**src/rtl/pc_sequencer.sv**
```systemverilog
// rtl/pc_sequencer.sv - architectural PC owner and fetch/execute/commit sequencer
`timescale 1ns/1ps

module pc_sequencer #(
    parameter int               XLEN     = 64,
    parameter logic [XLEN-1:0]  RESET_PC = 64'h8000_0000
) (
    input  logic             clk,
    input  logic             rst,

    output logic             ifu_req_valid,
    input  logic             ifu_req_ready,
    output logic [XLEN-1:0]  ifu_req_addr,
    input  logic             ifu_resp_valid,
    input  logic [31:0]      ifu_resp_inst,
    input  logic             ifu_resp_err,

    output logic             inst_valid,
    output logic [31:0]      inst,
    output logic [XLEN-1:0]  pc,

    input  logic             exu_done,
    input  logic [XLEN-1:0]  next_pc,
    input  logic             redirect_valid,
    input  logic [XLEN-1:0]  redirect_pc,
    input  logic             halt_req,

    output logic             fetch_fault,
    output logic             halted,
    output logic [XLEN-1:0]  retire_cnt
);

    typedef enum logic [1:0] {
        REQ  = 2'd0,
        WAIT = 2'd1,
        EXEC = 2'd2,
        STOP = 2'd3
    } state_t;

    // Committed targets drop bit 0; bit 1 survives so REQ can flag misalignment.
    localparam logic [XLEN-1:0] ALIGN_MASK = {{(XLEN-1){1'b1}}, 1'b0};
    localparam logic [XLEN-1:0] ONE        = {{(XLEN-1){1'b0}}, 1'b1};

    state_t            state_q, state_d;
    logic [XLEN-1:0]   pc_q, pc_d;
    logic [31:0]       inst_q, inst_d;
    logic              inst_valid_q, inst_valid_d;
    logic              fault_q, fault_d;
    logic              halted_q, halted_d;
    logic [XLEN-1:0]   retire_q, retire_d;

    logic              pc_aligned;

    assign pc_aligned = (pc_q[1:0] == 2'b00);

    // Request is decoded from state; suppressed while reset is being applied.
    assign ifu_req_valid = (state_q == REQ) && pc_aligned && !rst;
    assign ifu_req_addr  = pc_q;

    always_comb begin
        state_d      = state_q;
        pc_d         = pc_q;
        inst_d       = inst_q;
        inst_valid_d = inst_valid_q;
        fault_d      = fault_q;
        halted_d     = halted_q;
        retire_d     = retire_q;

        unique case (state_q)
            REQ: begin
                inst_valid_d = 1'b0;
                if (!pc_aligned) begin
                    fault_d = 1'b1;
                    state_d = STOP;
                end else if (ifu_req_ready) begin
                    state_d = WAIT;
                end
            end
            WAIT: begin
                if (ifu_resp_valid) begin
                    if (ifu_resp_err) begin
                        fault_d = 1'b1;
                        state_d = STOP;
                    end else begin
                        inst_d       = ifu_resp_inst;
                        inst_valid_d = 1'b1;
                        state_d      = EXEC;
                    end
                end
            end
            EXEC: begin
                if (exu_done) begin
                    inst_valid_d = 1'b0;
                    retire_d     = retire_q + ONE;
                    if (halt_req) begin
                        halted_d = 1'b1;
                        state_d  = STOP;
                    end else if (redirect_valid) begin
                        pc_d    = redirect_pc & ALIGN_MASK;
                        state_d = REQ;
                    end else begin
                        pc_d    = next_pc & ALIGN_MASK;
                        state_d = REQ;
                    end
                end
            end
            STOP: begin
                inst_valid_d = 1'b0;
            end
            default: begin
                state_d = STOP;
            end
        endcase
    end

    always_ff @(posedge clk) begin
        if (rst) begin
            state_q      <= REQ;
            pc_q         <= RESET_PC;
            inst_q       <= 32'h0;
            inst_valid_q <= 1'b0;
            fault_q      <= 1'b0;
            halted_q     <= 1'b0;
            retire_q     <= '0;
        end else begin
            state_q      <= state_d;
            pc_q         <= pc_d;
            inst_q       <= inst_d;
            inst_valid_q <= inst_valid_d;
            fault_q      <= fault_d;
            halted_q     <= halted_d;
            retire_q     <= retire_d;
        end
    end

    assign pc          = pc_q;
    assign inst        = inst_q;
    assign inst_valid  = inst_valid_q;
    assign fetch_fault = fault_q;
    assign halted      = halted_q;
    assign retire_cnt  = retire_q;

endmodule

```
**config.mk**
```make
export PLATFORM = sky130hd
export DESIGN_NAME = pc_sequencer
export DESIGN_NICKNAME = d
export VERILOG_FILES = /design/src/rtl/pc_sequencer.sv
export SDC_FILE = /design/constraint.sdc
export NUM_CORES = 1
export LEC_CHECK = 0
export CORE_AREA = 2 2 156 158
export DETAILED_ROUTE_END_ITERATION = 6
export DIE_AREA = 0 0 158 160
export DONT_BUFFER_PORTS = 1
export PLACE_DENSITY = 0.53
export REMOVE_ABC_BUFFERS = 1
export SETUP_SLACK_MARGIN = 0.2
export SKIP_LAST_GASP = 1
export SYNTH_ARGS = -nofsm -noshare
export SYNTH_HDL_FRONTEND = slang
export SYNTH_SLANG_ARGS = --single-unit
```
**constraint.sdc**
```tcl
create_clock -name clk -period 1.9 [get_ports clk]
set_clock_uncertainty 0.1 [all_clocks]
set_input_delay 0.19 -clock clk [delete_from_list [all_inputs] [get_ports clk]]
set_output_delay 0.19 -clock clk [all_outputs]
set_load 0.02 [all_outputs]
```
==> results of run 1 <==
routing by layer:
metal | part of all wire, % | global-route usage, % | routed length (um) | up-vias
li1 | - | - | - | 3337
met1 | 41 | 22.8 | 11700 | 3438
met2 | 48 | 28.5 | 13600 | 292
met3 | 9.0 | 7.90 | 2540 | 40
met4 | 1.7 | 5.73 | 483 | 6
met5 | 0.14 | 0 | 41 | -
Yosys cell counts (3+ instances only):
cell and n:
nor2_1 118, inv_1 10, xnor2_1 8, mux2i_1 63
and2_1 4, nand4_1 24, nand4_2 3, nor2b_1 4
o21ai_0 26, or4_1 3, dfxtp_1 164, nor4_4 5
nand2b_1 3, nand2_1 97, o31ai_1 3, nand3_1 25
and3_1 5, ha_1 5, a21oi_1 64, buf_4 65
clkbuf_1 47, a211oi_1 63, nor4_1 4, or3_1 25
nor3_1 10, xor2_1 26
timing repair:
action                                  4_1_cts  5_1_grt
hold endpoints to repair                    164      162
gates resized for setup                      69      363
endpoints found under the setup margin      116      155
cloned                                        2       20
pin swaps                                    25      171
setup buffers                                17       28
hold buffers                                  4       24
final timing paths:
kind	endpoint	slack, ps	cells after the start
min reg2reg	ifu_req_addr[40]$_SDFFE_PP0P_	410	2
max reg2reg	retire_cnt[52]$_SDFFE_PP0P_	-60	8
min	retire_cnt[49]$_SDFFE_PP0P_	-260	1
max	retire_cnt[52]$_SDFFE_PP0P_	-60	8
cell type report:
type | count | area [um2] | share of cell area (%)
multi-input cells | 603 | 5130 | 43.1
inverters | 10 | 40.0 | 0.336
flip-flops and latches | 164 | 3320 | 27.9
diodes | 4 | 10.0 | 0.0841
repair buffers | 235 | 2400 | 20.2
well taps | 324 | 405 | 3.41
clock buffers | 17 | 425 | 3.58
clock inverters | 15 | 166 | 1.40
critical path: cells and delay by family, from the launching register on:
kind	cells	cell delay, ps
flip-flops	1	380
AND/OR/NAND/NOR	4	870
AO/OA/AOI/OAI	1	110
buffers and inverters	3	450
metrics by stage:
| step | TNS (ps) | hold slack, ps |
|---|---|---|
| 2_1_floorplan | -220820 | 159 |
| 3_3_place_gp | -1770 | 174 |
| 3_5_place_dp | -2790 | 179 |
| 4_1_cts | -1200 | -283 |
| 5_1_grt | -2800 | -293 |
| 6_report | -471 | -263 |
report_power, final:
part,leakage [nW],internal [mW],switching (mW)
Combinational,3.07,1.30,1.15
Clock,0.287,1.88,1.67
Sequential,1.34,3.68,0.680
cell families (layout without fill, tap and decap cells):
kind of cell    count (synthesis)  after routing  share of synthesized area (%)
simple gates                  339            339                           21.9
flops                         164            164                           42.9
compound gates                158            158                           12.6
buf+inv                       124            277                           9.30
mux                            65             65                           8.53
xor+xnor                       34             34                           3.89
fa+ha+maj                       5              5                          0.817
other cells                     1              6                         0.0490
state kept, by name, summed over array words and instances (netlist names):
register      cells
fetch_fault       1
halted            1
ifu_req_addr     63
inst             32
inst_valid        1
retire_cnt       64
state_q           2
==> impl_metrics.tcl, run 1 <==
set metrics [dict create \
    status "complete, but fails checks" \
    violations "negative hold slack, negative setup slack" \
    vias 7113 \
    slew_viol_final 0 \
    min_from "rst" \
    rr_startpoint "retire_cnt[35]$_SDFFE_PP0P_" \
    core_area_um2 23800 \
    io-pin-count 396 \
    cts_tree "done" \
    timing.hold.ws_ps -263 \
    drc_errors 0 \
    wl_per_cell_um 20.7 \
    drtIter0Drc 336 \
    clockBufferDepth 2 \
    fin_cells 1372 \
    area_delta_synth_final_pct 55.5 \
    yosysWarnings 0 \
    fin_nets 1204 \
    die_height_um 160 \
    critical_path.most_common_cell "buf_6" \
    mostFrequentLayoutCell "buf_4" \
    synthDistinctLibCells 38 \
    max_cap_viol_count 0 \
    setup_slack_ps -60.0 \
    synth_seq_cells 164 \
    yosysTopAreaCellShare_pct 42.9 \
    tightest_slew_ps 578 \
    layout_common_cells "buf_4 (139), dfxtp_1 (135), mux2i_1 (63), a211oi_2 (62), nand2_1 (59)" \
    cp-startpoint "retire_cnt[35]$_SDFFE_PP0P_" \
    cts_buffers 17 \
    crit_chain "nand3_2 -> nor4_4 -> buf_4 -> buf_6 -> nand4_4 -> buf_6 -> or3_4 -> a21oi_2" \
    globalplace.congestion 0.798 \
    dp_slack_ps -179 \
    dpl_cell_area_um2 8530 \
    grt_pass1_wl_um 35700 \
    synthCells 890 \
    p_total_mw 10.4 \
    dp_hpwl_um 17200 \
    ant_nets 0 \
    power_density_nw_per_um2 871 \
    clkTransAtPathRegs_ps 80 \
    worstPathArrival_ps 2220 \
    cts_root_buf "clkbuf_16" \
    synth.yosys.seq_area_share_pct 42.9 \
    grt_max_degree 168 \
    start_util_pct 32.1 \
    final-setup-viol-count 14 \
    synth_area_per_cell_um2 8.60 \
    rsz0062_at_grt "yes" \
    netlist_area_um2 7650 \
    grt_pass1_vias 6187 \
    cp_slowest_stage_delay_ps 380 \
    worstSetupPathType "flop to flop" \
    rows 57 \
    design_area_um2 11900 \
    period_needed_ps 1960 \
    layout-drive-gt1-share_pct 51.3 \
    clock_latency_ps 430 \
    grt_overflow_total 0 \
    htree_num_levels 4 \
    antenna_found_initial 7 \
    place_inst 1241 \
    p_leak_nw 4.70 \
    hold_viol_final 156 \
    critPathRequiredTime_ps 2160 \
    slew_headroom_pct 61.4 \
    grt_usage_pct 18.3 \
    hp-class "input pin to flop" \
    synth_edf_count 0 \
    synthFlopType "dfxtp_1" \
    async_reset_ff_share_pct 0 \
    die_w_um 158 \
    ir_drop_mv 0.452 \
    fin_util_pct 50.0 \
    cp_max_fo 6 \
    totalWireLength_um 28400 \
    viasPerCell 5.18 \
    fin_crit_sh_pct 103 \
    first_pass_iters 4 \
    fmax_mhz 510 \
    critPathSlowestCell "dfxtp_2" \
    start_kind "flop" \
    nFillCells 2175 \
    numPortBuffers 0 \
    synth_top_cell_by_area "dfxtp_1" \
    cts_sinks 164 \
    setup.worst_path.end_class "flop" \
    die_area_um2 25300 \
    synth.area.top_cells "dfxtp_1 (43%), mux2i_1 (8.2%), buf_4 (6.4%)" \
]
Note: power is estimated with default switching activity, not from simulation.
==> run 2: changes to the inputs <==
Settings changed: PLACE_DENSITY 0.53 to 0.51.
Clock period 1.9 ns to 2.2 ns, I/O delays scaled along.
==> run 2 against run 1 <==
  * The flow finishes with violations (negative hold slack)
  * Worst hold slack better by 30 ps
  * First-iteration DRC count up 38%
  * Power down 26%
  * Routed wire length down 20%
  * Setup slack better by 240 ps
  * Sequential share of layout area up 6.8 points
  * Register-to-register slack better by 240 ps
  * Critical path depth down 2
  * Fmax down 2.9%
  * Largest cell class unchanged
  * Highest routed layer unchanged
==> impl_metrics.tcl, run 2 (same netlist as run 1, synthesis figures left out) <==
set metrics [dict create \
    grt_pass1_wl_um 33500 \
    comb_power_share_pct 13.0 \
    timing.hold.ws_ps -233 \
    tightest_slew_ps 586 \
    period_needed_ps 2020 \
    cts_root_buf "clkbuf_16" \
    slew_headroom_pct 60.9 \
    min_from "rst" \
    timing.rr.end "retire_cnt[46]$_SDFFE_PP0P_" \
    rsz0062_at_grt "yes" \
    reg2reg_slack_ps 180 \
    dp_hpwl_um 16000 \
    ant_nets 0 \
    grt_usage_pct 17.0 \
    antenna_found_initial 1 \
    whs_path_depth 1 \
    worstSetupPathType "flop to flop" \
    core_area_um2 23800 \
    netSwitchingPower_mw 2.46 \
    p_sw_share_pct 31.9 \
    worstPathArrival_ps 2270 \
    die_area_um2 25300 \
    nFillCells 2415 \
    rows 57 \
    setup_slack_ps 181 \
    grt_max_degree 168 \
    hold_viol_final 114 \
    drtIter0Drc 462 \
    start_kind "flop" \
    critPathRequiredTime_ps 2450 \
    clock_latency_ps 420 \
    p_int_mw 5.24 \
    p_leak_nw 3.65 \
    area_delta_synth_final_pct 24.7 \
    dp_slack_ps -92.1 \
    r2r_cells 6 \
    drc_errors 0 \
    vias 6405 \
    die_w_um 158 \
    numPortBuffers 0 \
    start_util_pct 32.1 \
    seqPwrFrac_pct 48.6 \
    design_area_um2 9550 \
    antenna_cells 0 \
    final-setup-viol-count 0 \
    mostFrequentLayoutCell "dfxtp_1" \
    clkTransAtPathRegs_ps 70 \
    fin_nets 1126 \
    totalWireLength_um 22800 \
    violations "negative hold slack" \
    cp_max_fo 6 \
    grt_overflow_total 0 \
    fmax_mhz 495 \
    setup.worst_path.end_class "flop" \
    cts_buffers 17 \
    p_total_mw 7.70 \
    grt_pass1_vias 5822 \
    cts_sinks 164 \
    hold_end "retire_cnt[49]$_SDFFE_PP0P_" \
    fin_crit_sh_pct 91.8 \
    status "complete, but fails checks" \
    largest_reg_flops 64 \
    ir_drop_mv 0.377 \
    dpl_cell_area_um2 8170 \
    die_height_um 160 \
    max_cap_viol_count 0 \
    power_density_nw_per_um2 806 \
    slew_viol_final 0 \
    wl_per_cell_um 17.7 \
    first_pass_iters 4 \
    globalplace.congestion 0.768 \
    layout_common_cells "dfxtp_1 (143), nor2_1 (117), buf_4 (106), nand2_1 (93)" \
    viasPerCell 4.97 \
    hp-class "input pin to flop" \
    layout-drive-gt1-share_pct 22.0 \
    htree_num_levels 4 \
    io-pin-count 396 \
    clkPwrFrac_pct 38.4 \
    cts_tree "done" \
    rr_startpoint "retire_cnt[7]$_SDFFE_PP0P_" \
    clockBufferDepth 2 \
]
## run 2: cell count changes in the layout (fill, tap and decap cells not counted), sizes merged
cell	previous run	this run
clkinvlp	2	3
clkinv	3	2
dlygate4sd3	28	40
diode	4	0
clkbuf	31	18
buf	193	116
inv	19	18
## run 2: routing by layer
layer	wire, um	GRT usage [%]	part of all wire (%)
met3	2200	7.60	9.6
met5	16	0	0.070
met1	9800	21.2	43
met4	189	4.50	0.83
met2	10600	26.5	47
## run 2: worst max-delay path, stage by stage (launching register included)
cell     delay [ps]
dfxtp_2         360
nand4_4         140
buf_6           170
nor4_4          350
nand4_1         280
or3_1           430
a21oi_2         120
## run 2: how the worst max path moves through the flow
stage / start / end / slack, ps / cells past startpoint
after floorplan: state_q[0]$_SDFFE_PP0P_ / ifu_req_addr[10]$_SDFFE_PP0P_ / -3120 / 5
after global placement: state_q[0]$_SDFFE_PP0P_ / retire_cnt[50]$_SDFFE_PP0P_ / -60 / 7
after detailed placement: state_q[0]$_SDFFE_PP0P_ / retire_cnt[50]$_SDFFE_PP0P_ / -90 / 7
after CTS: state_q[0]$_SDFFE_PP0P_ / retire_cnt[53]$_SDFFE_PP0P_ / 160 / 9
after global routing: retire_cnt[7]$_SDFFE_PP0P_ / retire_cnt[50]$_SDFFE_PP0P_ / 70 / 6
final: retire_cnt[7]$_SDFFE_PP0P_ / retire_cnt[46]$_SDFFE_PP0P_ / 180 / 6
## run 2: final cells by class
class | instances | area [um2] | share of cell area, %
Sequential cell | 164 | 3310 | 34.7
Inverter | 10 | 37.5 | 0.393
Clock inverter | 14 | 144 | 1.51
Tap cell | 324 | 405 | 4.25
Multi-Input combinational cell | 603 | 3880 | 40.7
Timing Repair Buffer | 157 | 1340 | 14.0
Clock buffer | 17 | 425 | 4.46
## run 2: per-stage QoR
step                cells  TNS (ps)  hold slack, ps  utilization (%)
global placement     1201     -96.7             207             34.3
global route         1289         0            -248             40.1
detailed placement   1201      -202             209             34.3
CTS                  1253         0            -248             38.0
floorplan             777   -196290             189                -
finish               1289         0            -233             40.1
## run 2: repair_timing
action	CTS	global route
pin swaps	9	23
hold endpoints to repair	164	155
setup endpoints to repair	29	67
hold buffers	10	30
buffers inserted	11	6
resized for setup	31	49
## run 2: power groups by stage
stage | Sequential (mW) | Combinational [mW] | Clock (mW)
6_report | 3.74 | 0.999 | 2.96
4_1_cts | 3.73 | 0.921 | 3.04
5_1_grt | 3.77 | 1.13 | 3.18
2_1_floorplan | 3.74 | 0.618 | 0
3_5_place_dp | 3.79 | 0.871 | 0
3_3_place_gp | 3.79 | 0.851 | 0
